File: src/rtl/lsu_ctrl.sv
// lsu_ctrl: RV32I load/store controller in front of a byte-addressed,
// word-wide data memory. One request in flight at a time. Every memory
// access is word aligned; SB/SH become read-modify-write. Loads are
// lane-selected and sign/zero extended. Illegal or misaligned requests
// complete with an error response and never touch memory.
module lsu_ctrl #(
  parameter int noal = 8
) (
  input  logic            clk,
  input  logic            rst_n,
  input  logic            req_valid,
  output logic            req_ready,
  input  logic            req_we,
  input  logic [2:0]      req_funct3,
  input  logic [noal-1:0] req_addr,
  input  logic [31:0]     req_wdata,
  output logic            resp_valid,
  output logic [31:0]     resp_rdata,
  output logic            resp_err,
  output logic            mem_read,
  output logic            mem_write,
  output logic [noal-1:0] mem_addr,
  output logic [31:0]     mem_wdata,
  input  logic [31:0]     mem_rdata
);

  typedef enum logic [1:0] {
    IDLE  = 2'd0,
    READ  = 2'd1,
    WRITE = 2'd2,
    RESP  = 2'd3
  } state_t;

  localparam logic [2:0] F3_B  = 3'b000;
  localparam logic [2:0] F3_H  = 3'b001;
  localparam logic [2:0] F3_W  = 3'b010;
  localparam logic [2:0] F3_BU = 3'b100;
  localparam logic [2:0] F3_HU = 3'b101;

  state_t state;
  state_t state_d;

  // Request fields held for the life of the operation.
  logic        we_q;
  logic        we_d;
  logic [2:0]  funct3_q;
  logic [2:0]  funct3_d;
  logic [1:0]  lane_q;
  logic [1:0]  lane_d;
  logic [31:0] wdata_q;
  logic [31:0] wdata_d;

  // Next values of the registered outputs.
  logic            resp_valid_d;
  logic [31:0]     resp_rdata_d;
  logic            resp_err_d;
  logic            mem_read_d;
  logic            mem_write_d;
  logic [noal-1:0] mem_addr_d;
  logic [31:0]     mem_wdata_d;

  // True when the request cannot be performed: unknown width code, a store
  // using an unsigned-load code, or an access not naturally aligned.
  function automatic logic access_error(input logic       we,
                                        input logic [2:0] f3,
                                        input logic [1:0] lane);
    logic err;
    case (f3)
      F3_B:         err = 1'b0;
      F3_H:         err = lane[0];
      F3_W:         err = (lane != 2'b00);
      F3_BU:        err = we;
      F3_HU:        err = we | lane[0];
      default:      err = 1'b1;
    endcase
    return err;
  endfunction

  // Pick the addressed byte/half out of the memory word and extend it.
  function automatic logic [31:0] load_extend(input logic [2:0]  f3,
                                              input logic [1:0]  lane,
                                              input logic [31:0] word);
    logic [7:0]  b_sel;
    logic [15:0] h_sel;
    logic [31:0] res;
    case (lane)
      2'd0:    b_sel = word[7:0];
      2'd1:    b_sel = word[15:8];
      2'd2:    b_sel = word[23:16];
      default: b_sel = word[31:24];
    endcase
    h_sel = lane[1] ? word[31:16] : word[15:0];
    case (f3)
      F3_B:    res = {{24{b_sel[7]}}, b_sel};
      F3_BU:   res = {24'h0, b_sel};
      F3_H:    res = {{16{h_sel[15]}}, h_sel};
      F3_HU:   res = {16'h0, h_sel};
      default: res = word;
    endcase
    return res;
  endfunction

  // Overlay the store byte/half onto the word read back from memory.
  function automatic logic [31:0] store_merge(input logic [2:0]  f3,
                                              input logic [1:0]  lane,
                                              input logic [31:0] word,
                                              input logic [31:0] wdata);
    logic [31:0] res;
    res = word;
    if (f3 == F3_B) begin
      case (lane)
        2'd0:    res[7:0]   = wdata[7:0];
        2'd1:    res[15:8]  = wdata[7:0];
        2'd2:    res[23:16] = wdata[7:0];
        default: res[31:24] = wdata[7:0];
      endcase
    end else if (lane[1]) begin
      res[31:16] = wdata[15:0];
    end else begin
      res[15:0] = wdata[15:0];
    end
    return res;
  endfunction

  // Only IDLE takes new work, so a request is accepted when it is valid in IDLE.
  assign req_ready = (state == IDLE);

  // Next-state and next-output decode for the whole operation sequence.
  always_comb begin
    // NOTE: every signal written here gets a default first so that no path
    // leaves one unassigned, which would otherwise infer a latch.
    state_d      = state;
    we_d         = we_q;
    funct3_d     = funct3_q;
    lane_d       = lane_q;
    wdata_d      = wdata_q;
    resp_valid_d = 1'b0;
    resp_rdata_d = 32'h0;
    resp_err_d   = 1'b0;
    mem_read_d   = 1'b0;
    mem_write_d  = 1'b0;
    mem_addr_d   = mem_addr;
    mem_wdata_d  = mem_wdata;

    case (state)
      IDLE: begin
        if (req_valid) begin
          we_d       = req_we;
          funct3_d   = req_funct3;
          lane_d     = req_addr[1:0];
          wdata_d    = req_wdata;
          mem_addr_d = {req_addr[noal-1:2], 2'b00};
          if (access_error(req_we, req_funct3, req_addr[1:0])) begin
            state_d      = RESP;
            resp_valid_d = 1'b1;
            resp_err_d   = 1'b1;
          end else if (req_we && (req_funct3 == F3_W)) begin
            // Full-word store needs no read-back.
            state_d     = WRITE;
            mem_write_d = 1'b1;
            mem_wdata_d = req_wdata;
          end else begin
            // Loads, and the read half of SB/SH.
            state_d    = READ;
            mem_read_d = 1'b1;
          end
        end
      end

      READ: begin
        if (!we_q) begin
          state_d      = RESP;
          resp_valid_d = 1'b1;
          resp_rdata_d = load_extend(funct3_q, lane_q, mem_rdata);
        end else begin
          state_d     = WRITE;
          mem_write_d = 1'b1;
          mem_wdata_d = store_merge(funct3_q, lane_q, mem_rdata, wdata_q);
        end
      end

      WRITE: begin
        state_d      = RESP;
        resp_valid_d = 1'b1;
      end

      default: begin
        state_d = IDLE;
      end
    endcase
  end

  // FSM state register.
  always_ff @(posedge clk) begin
    // NOTE: sequential state uses non-blocking assignments so every register
    // samples the pre-edge values regardless of statement order.
    if (!rst_n) begin
      state <= IDLE;
    end else begin
      state <= state_d;
    end
  end

  // Captured request fields and registered outputs.
  always_ff @(posedge clk) begin
    if (!rst_n) begin
      we_q       <= 1'b0;
      funct3_q   <= 3'b000;
      lane_q     <= 2'b00;
      wdata_q    <= 32'h0;
      resp_valid <= 1'b0;
      resp_rdata <= 32'h0;
      resp_err   <= 1'b0;
      mem_read   <= 1'b0;
      mem_write  <= 1'b0;
      mem_addr   <= '0;
      mem_wdata  <= 32'h0;
    end else begin
      we_q       <= we_d;
      funct3_q   <= funct3_d;
      lane_q     <= lane_d;
      wdata_q    <= wdata_d;
      resp_valid <= resp_valid_d;
      resp_rdata <= resp_rdata_d;
      resp_err   <= resp_err_d;
      mem_read   <= mem_read_d;
      mem_write  <= mem_write_d;
      mem_addr   <= mem_addr_d;
      mem_wdata  <= mem_wdata_d;
    end
  end

endmodule

File: config.mk
export PLATFORM = sky130hd
export DESIGN_NAME = lsu_ctrl
export DESIGN_NICKNAME = d
export VERILOG_FILES = /design/src/rtl/lsu_ctrl.sv
export SDC_FILE = /design/constraint.sdc
export NUM_CORES = 1
export LEC_CHECK = 0
export CAP_MARGIN = 0
export CORE_AREA = 2 2 113 115
export DETAILED_ROUTE_END_ITERATION = 12
export DIE_AREA = 0 0 115 117
export PLACE_DENSITY_LB_ADDON = 0.05
export SLEW_MARGIN = 25
export SYNTH_ARGS = -nofsm -noshare
export SYNTH_HDL_FRONTEND = slang
export SYNTH_SLANG_ARGS = --single-unit
File: constraint.sdc
create_clock -name clk -period 2.5 [get_ports clk]
set_input_delay 0.375 -clock clk [delete_from_list [all_inputs] [get_ports clk]]
set_output_delay 0.375 -clock clk [all_outputs]
set_load 0.01 [all_outputs]
* After elaboration in Yosys (flattened, before gate mapping)
Cells that the tools add are included.
** Cells by class
- Equal/unequal tests :: 15
- Mux-type cells :: 33
- Bitwise logic cells :: 5
- Reductions and logical operators :: 13
** Operator list (count)
- 2-to-1 mux 32 bit :: 5
- case mux 32 bit (4 select lines) :: 1
- case mux 32 bit (2 select lines) :: 1
- 2-to-1 mux 16 bit :: 3
- 2-to-1 mux 8 bit :: 4
- case mux 8 bit (3 select lines) :: 1
- equality test 3 bit, second input constant :: 4
- 2-to-1 mux 1 bit :: 11
- equality test 3 x 1 -> 1 bit, second input constant :: 2
- zero test 3 bit :: 2
- 2-to-1 mux 2 bit :: 3
- != test 2 bit, second input constant :: 3
- case mux 2 bit (3 select lines) :: 1
- OR reduction 3 bit :: 2
- case mux 1 bit (5 select lines) :: 1
- AND reduction 5 bit :: 1
- equality test 2 x 1 -> 1 bit, second input constant :: 2
- equality test 2 bit, second input constant :: 2
- zero test 2 bit :: 2
- inverter 1 bit :: 4
- AND reduction 2 bit :: 2
- nonzero test 2 bit :: 2
- OR reduction 4 bit :: 1
- equality test 3 x 2 -> 1 bit, second input constant :: 1
- other kinds (5) :: 5
** Word-level totals
- Register bits after elaboration :: 98
- Bits of input ports :: 79
- Output and inout port bits :: 77
- Word-level logic and storage cells :: 78

* Depth between registers and ports, before layout
Gate-level depths: netlist (run 1).
- Depth in word-level cells :: 7
- Depth in mapped cells :: 8

* Least setup slack after synthesis (run 1)
Ideal clock, no wire load.
- Path type :: register to register
- Start :: register state[1]
- End :: register mem_wdata[15]
- Setup time :: 0.089 ns
- Arrival time :: 1.806 ns
- Path slack :: 0.606 ns
- Stages on the path, launching flop included :: 8
- Path buffers :: 1
- Path through :: dfxtp_1 inv_1 ha_1 nor2b_1 nor2_1 buf_2 a21oi_2 a311oi_2
** Between the ends
- Cells in the longest elaborated chain, start to end :: 3
- Elaborated cells between the ends (all ways) :: 9
- Those cells by class :: eq/ne: 5; mux: 1; reduce/logical: 3
** Ends and longest elaborated chain
- start, declared :: line 40 : state_t state;
- start signal, assigned :: line 200 : state <= state_d;
- equality test 2 x 1 -> 1 bit or zero test 2 bit (tied branches) :: line 145 : case (state)
- != test 2 bit (no line), or another cell as far along
- AND reduction 5 bit (no line)
- end signal, assigned :: line 229 : mem_wdata <= mem_wdata_d;
- end, declared :: line 23 : output logic [31:0] mem_wdata,
Parallel ways exist; a longest one is shown, timed or not.
A chain may end at the register's enable or synchronous reset.

* Worst setup path in the final report (run 1)
- Start :: register lane_q[1]
- End :: register resp_rdata[29]
** Between the ends
- Cells in the longest elaborated chain, start to end :: 3
- Elaborated cells between the ends (all ways) :: 6
- Those cells by class :: eq/ne: 2; mux: 3; reduce/logical: 1
** Ends and longest elaborated chain
- start, declared :: line 48 : logic [1:0] lane_q;
- start signal, assigned :: line 221 : lane_q <= lane_d;
- equality test 2 bit, or another cell as far along :: line 86 : case (lane)
- case mux 8 bit (3 select lines) :: line 86
- case mux 32 bit (4 select lines) (*) :: line 93 : case (f3)
- end signal, assigned :: line 224 : resp_rdata <= resp_rdata_d;
- end, declared :: line 18 : output logic [31:0] resp_rdata,
Mark *: on every way between the ends. The rest lies on a longest branch, timed or not.

==> impl_metrics.csv, run 1 <==
group,metric,value,unit
power_and_ir_drop,switching_share,38.4,%
final_layout,n_fill_cell,1199,
final_layout,final_core_util,55.2,%
sta,period_share,84.8,%
floorplan,io_pins,156,
placement,post-place-cells,825,
power_and_ir_drop,power.internal,4.19,mW
clock_tree,h-tree-depth,3,
yosys,yosys.area.top_type,"dfxtp_1",
final_layout,syn2layout_area_growth,40.9,%
sta,fin_skew,7.19,ps
worst_setup_path,crit_type,"reg2reg",
yosys,ys.flop_type,"dfxtp_1",
floorplan,core_area,12300,um2
yosys,netlist_area,4820,um2
drt,route.vias.total,4823,
placement,numPortBuffers,153,
final_layout,fin_nets,769,
yosys,seq_area_frac_synth,40.7,%
final_layout,final_area,6790,um2
sta,fin_crit,2120,ps
global_route,grt_pass1_wl,23.9,mm
min_path,worstHoldPathType,"reg2reg",
placement,dp_worst_setup_slack,122,ps
clock_tree,cts-resized-gates,0,
worst_setup_path,cp-end-kind,"flip-flop",
clock_tree,clk_latency,360,ps
yosys,async_flop_share,0,%
worst_setup_path,critPathLaunchType,"flip-flop",
sta,max_slew_margin,42.1,%
yosys,synth_edf_count,0,
power_and_ir_drop,ir_worst_vdd,0.622,mV
placement,placed_area,6470,um2
yosys,ys.warnings.count,0,
clock_tree,ctsRootBufferMaster,"clkbuf_16",
yosys,synthCells,555,
drt,drt_iter0_markers,448,
sta,hold_ws,459,ps
final_layout,drive_above_1_share,11.6,%
worst_setup_path,startpoint,"lane_q[1]$_SDFFE_PN0P_",
placement,gp_congestion,0.864,
power_and_ir_drop,pwr-share-seq,30.6,%
power_and_ir_drop,switchingPower,2.61,mW
floorplan,start_util,39.1,%
worst_setup_path,r2r_start,"lane_q[1]$_SDFFE_PN0P_",
yosys,synth_area_leaders,"dfxtp_1 41%, nand2_1 7.2%, a21oi_1 5.7%",
yosys,postSynthAreaPerCell,8.68,um2
final_layout,layout.cells.non_filler,841,
floorplan,fp.dieW,115,um
worst_setup_path,path_max_fanout,28,
drt,first_pass_iters,5,
sta,rsz0062_at_grt,"false",
global_route,antenna_found_initial,0,
clock_tree,clock_sinks,98,
placement,hpwl,11.4,mm
power_and_ir_drop,p_total,6.79,mW
job,cap_violations,0,
power_and_ir_drop,power_density,1000,nW/um2
clock_tree,cts_hold_buf,0,
power_and_ir_drop,p_clk_share,22.1,%
floorplan,dieArea,13500,um2
global_route,grt.met1_usage,29.8,%
drt,ant_nets,0,
global_route,use_met2,37.1,%
global_route,grt.total_usage,22.8,%
clock_tree,cts_setup_buffers,0,
final_layout,diodes,0,
global_route,grt_pass1_vias,4544,
sta,setup_tns,0,ps
clock_tree,clock_path_buffers,2,
global_route,met3_usage,5.92,%
sta,finalSetupViolCount,0,
drt,wire_per_inst,18.6,um
power_and_ir_drop,p_leak,2.32,nW
yosys,netlist.area_leader.share,40.7,%
clock_tree,cts_tree,"done",
drt,wl,15.6,mm
worst_setup_path,arrival,2330,ps
sta,timing.final.ws_setup,381,ps
floorplan,rows,41,
clock_tree,clkTransAtPathRegs,70,ps
yosys,yosysMostFrequentCell,"dfxtp_1",
global_route,grt_max_degree,50,
sta,worstMarginPinSlew,869,ps
worst_setup_path,required,2710,ps
drt,drc_errors,0,
global_route,gr-max-usage-layer,"met2",
sta,slew_violations,0,
yosys,ys_ff_latch,98,
floorplan,die_height,117,um
sta,finalHoldViolCount,0,
sta,timing.fmax,472,MHz
outcome,status,"complete, no violations",
yosys,synth_cell_type_count,55,
global_route,grt-ovfl-total,0,
power_and_ir_drop,pwr-share-comb,47.3,%
clock_tree,cts_buffers,9,
drt,avgViaCountPerCell,5.73,
yosys,synth_commonest_cells,"98 x dfxtp_1, 92 x nand2_1, 55 x a21oi_1",
min_path,min_from,"mem_addr[4]$_SDFFE_PN0P_",
==> cells by family after synthesis <==
| kind of cell | after synthesis | share of synthesized area [%] |
|---|---|---|
| compound gates | 202 | 32.5 |
| simple gates | 161 | 15.7 |
| mux | 10 | 2.57 |
| buf+inv | 79 | 7.37 |
| other cells | 1 | 0.0778 |
| flops | 98 | 40.7 |
| fa+ha+maj | 4 | 1.04 |
==> power groups by stage <==
stage	combinational (mW)	sequential [mW]	clock (mW)
2_1_floorplan	1.93	2.19	0
5_1_grt	3.48	2.12	1.59
3_3_place_gp	3.15	2.12	0
3_5_place_dp	3.20	2.12	0
4_1_cts	3.21	2.09	1.53
6_report	3.21	2.08	1.50
==> cell type report <==
type / instances / area, um2 / share of cell area, %
inverters: 23 / 86.3 / 1.27
multi-input cells: 379 / 2510 / 37.0
well taps: 150 / 188 / 2.76
clock inverters: 6 / 90.1 / 1.33
flip-flops and latches: 98 / 1960 / 28.9
repair buffers: 175 / 1720 / 25.4
clock buffers: 10 / 229 / 3.37
==> worst max-delay path, stage by stage, from the launching register on <==
cell      delay, ps
dfxtp_1         360
clkinv_1        540
o21ai_0         280
a311o_1         640
a21oi_1         150
==> final timing paths <==
kind	endpoint	slack, ps	cells past startpoint
min	mem_addr[4]$_SDFFE_PN0P_	460	2
max reg2reg	resp_rdata[29]$_SDFF_PP0_	380	4
min reg2reg	mem_addr[4]$_SDFFE_PN0P_	460	2
max	resp_rdata[29]$_SDFF_PP0_	380	4
==> per-layer routing <==
layer  up-vias  share of wire [%]
met5         -                  0
met4         0                2.4
met3        31                6.8
met2       179                 47
met1      2302                 44
li1       2311                  -
==> sequential cells by signal, indices dropped and copies added (netlist names) <==
register and count:
funct3_q 3, lane_q 2, mem_addr 6, mem_read 1
mem_wdata 32, mem_write 1, resp_err 1, resp_rdata 32
resp_valid 1, state 2, wdata_q 16, we_q 1
==> placed cells by master (no fill, tap or decap), types with 9 or more instances in the layout <==
master,count
nor3_1,10
a21oi_2,11
mux2_2,9
clkdlybuf4s50_1,153
dfxtp_1,98
a32o_1,27
o311ai_0,16
inv_1,22
a311oi_2,10
buf_4,20
a21oi_1,55
o21ai_0,25
nor2_1,14
o221ai_1,16
nand2b_1,26
nand2_1,92
clkbuf_16,9
(Power assumes the default switching activity.)
==> run 2: changes to the inputs <==
==> constraint.sdc (replaced) <==
create_clock -name clk -period 2.1 [get_ports clk]
set_input_delay 0.315 -clock clk [delete_from_list [all_inputs] [get_ports clk]]
set_output_delay 0.315 -clock clk [all_outputs]
set_load 0.01 [all_outputs]
==> impl_metrics.csv, run 2 (synthesized netlist as in run 1, its figures left out) <==
group,metric,value,unit
placement,post-place-cells,835,
worst_setup_path,path_buf_inv,2,
final_layout,layout_commonest_cell,"clkdlybuf4s50_1",
drt,wire_per_inst,18.7,um
worst_setup_path,crit_type,"reg2out",
worst_setup_path,critPathLaunchType,"flip-flop",
sta,timing.final.ws_setup,142,ps
floorplan,dieArea,13500,um2
sta,fin_crit,1960,ps
global_route,grt.total_usage,23.8,%
final_layout,mostFrequentLayoutCells,"153 x clkdlybuf4s50_1, 98 x dfxtp_1, 92 x nand2_1",
drt,wl,15.9,mm
min_path,worstHoldPathType,"reg2reg",
clock_tree,cts_tree,"done",
placement,hpwl,11.8,mm
sta,max_slew_margin,46.1,%
outcome,status,"complete, no violations",
drt,drt_iter0_markers,406,
clock_tree,cts_buffers,9,
drt,drc_errors,0,
global_route,grt_max_degree,50,
sta,finalHoldViolCount,0,
final_layout,reg_top3,"mem_wdata x32, resp_rdata x32, wdata_q x16",
global_route,grt-ovfl-total,0,
worst_setup_path,cp_slowest_cell,"clkdlybuf4s50_1",
floorplan,rows,41,
final_layout,final_core_util,56.1,%
worst_setup_path,required,1780,ps
clock_tree,cts_setup_buffers,0,
clock_tree,clk_latency,350,ps
floorplan,core_area,12300,um2
worst_setup_path,crit_chain,"inv_1 -> ha_2 -> clkdlybuf4s50_1",
floorplan,fp.dieW,115,um
placement,dp_worst_setup_slack,-202,ps
floorplan,die_height,117,um
clock_tree,clkTransAtPathRegs,70,ps
sta,fin_skew,5.74,ps
clock_tree,ctsRootBufferMaster,"clkbuf_16",
worst_setup_path,arrival,1640,ps
global_route,grt_pass1_wl,24.8,mm
power_and_ir_drop,power_density,1200,nW/um2
job,cap_violations,0,
final_layout,diodes,0,
global_route,grt_pass1_vias,4738,
final_layout,drive_above_1_share,13.1,%
placement,gp_congestion,0.873,
worst_setup_path,cp_top_family,"buffers and inverters",
worst_setup_path,cpPeakStageDelay,570,ps
sta,rsz0062_at_grt,"false",
final_layout,n_fill_cell,1175,
power_and_ir_drop,p_leak,2.38,nW
sta,finalSetupViolCount,0,
sta,slew_violations,0,
drt,avgViaCountPerCell,5.67,
sta,period_share,93.2,%
global_route,antenna_found_initial,0,
floorplan,start_util,39.1,%
worst_setup_path,path_max_fanout,8,
drt,ant_nets,0,
floorplan,io_pins,156,
sta,setup_tns,0,ps
placement,numPortBuffers,153,
drt,route.vias.total,4824,
worst_setup_path,cp-end-kind,"output pin",
clock_tree,h-tree-depth,3,
sta,worstMarginPinSlew,808,ps
clock_tree,clock_path_buffers,2,
drt,first_pass_iters,7,
final_layout,syn2layout_area_growth,43.5,%
final_layout,fin_nets,779,
power_and_ir_drop,ir_worst_vdd,0.649,mV
clock_tree,clock_sinks,98,
sta,timing.fmax,511,MHz
final_layout,layout.cells.non_filler,851,
[run 2: cell types whose count changed in the layout (fill, tap and decap cells not counted), sizes merged]
cell      change
clkinvlp      +1
clkbuf        -1
inv           +1
buf          +10
clkinv        -1
[run 2: final cells by class]
class / instances / area [um2] / share of cell area (%)
well taps: 150 / 188 / 2.71
flip-flops and latches: 98 / 1960 / 28.4
repair buffers: 185 / 1830 / 26.5
multi-input cells: 379 / 2520 / 36.4
inverters: 23 / 86.3 / 1.25
clock inverters: 7 / 101 / 1.47
clock buffers: 9 / 225 / 3.26
[run 2: what timing repair did]
action	CTS	global route
resized for setup	0	1
hold buffers	0	0
endpoints found under the hold margin	0	0
endpoints found under the setup margin	0	2
[run 2: path summary, 6_finish.rpt]
check                                start                    endpoint  slack (ps)  cells after the start
hold / removal    mem_addr[2]$_SDFFE_PN0P_    mem_addr[2]$_SDFFE_PN0P_         460                      2
setup reg to reg  funct3_q[2]$_SDFFE_PN0P_  mem_wdata[27]$_SDFFE_PN0P_         200                      4
hold reg to reg   mem_addr[2]$_SDFFE_PN0P_    mem_addr[2]$_SDFFE_PN0P_         460                      2
setup / recovery     state[0]$_SDFFE_PN0P_                   req_ready         140                      3
[run 2: metrics by stage]
| step | hold WS [ps] | area [um2] | power, mW |
|---|---|---|---|
| 6_report | 455 | 6910 | 8.29 |
| 4_1_cts | 459 | 6910 | 8.33 |
| 3_3_place_gp | 443 | 6580 | 6.41 |
| 2_1_floorplan | 433 | 4820 | 4.91 |
| 5_1_grt | 483 | 6910 | 8.80 |
| 3_5_place_dp | 451 | 6580 | 6.50 |
[run 2: power by group]
part | leakage, nW | total (mW) | internal, mW | switching (mW)
combinational | 1.43 | 3.98 | 1.81 | 2.17
clock | 0.153 | 1.83 | 1.05 | 0.771
sequential | 0.799 | 2.48 | 2.25 | 0.232
[run 2: worst register-to-register path, delay by kind of cell (launching register included)]
family	cells	cell delay, ps
compound gates	3	810
simple gates	1	590
flops	1	370
[run 2: layer usage]
metal | share of wire [%] | track usage (%)
met1 | 45 | 31.1
met5 | 0 | 0
met4 | 2.0 | 8.76
met2 | 48 | 40.2
met3 | 5.2 | 3.60
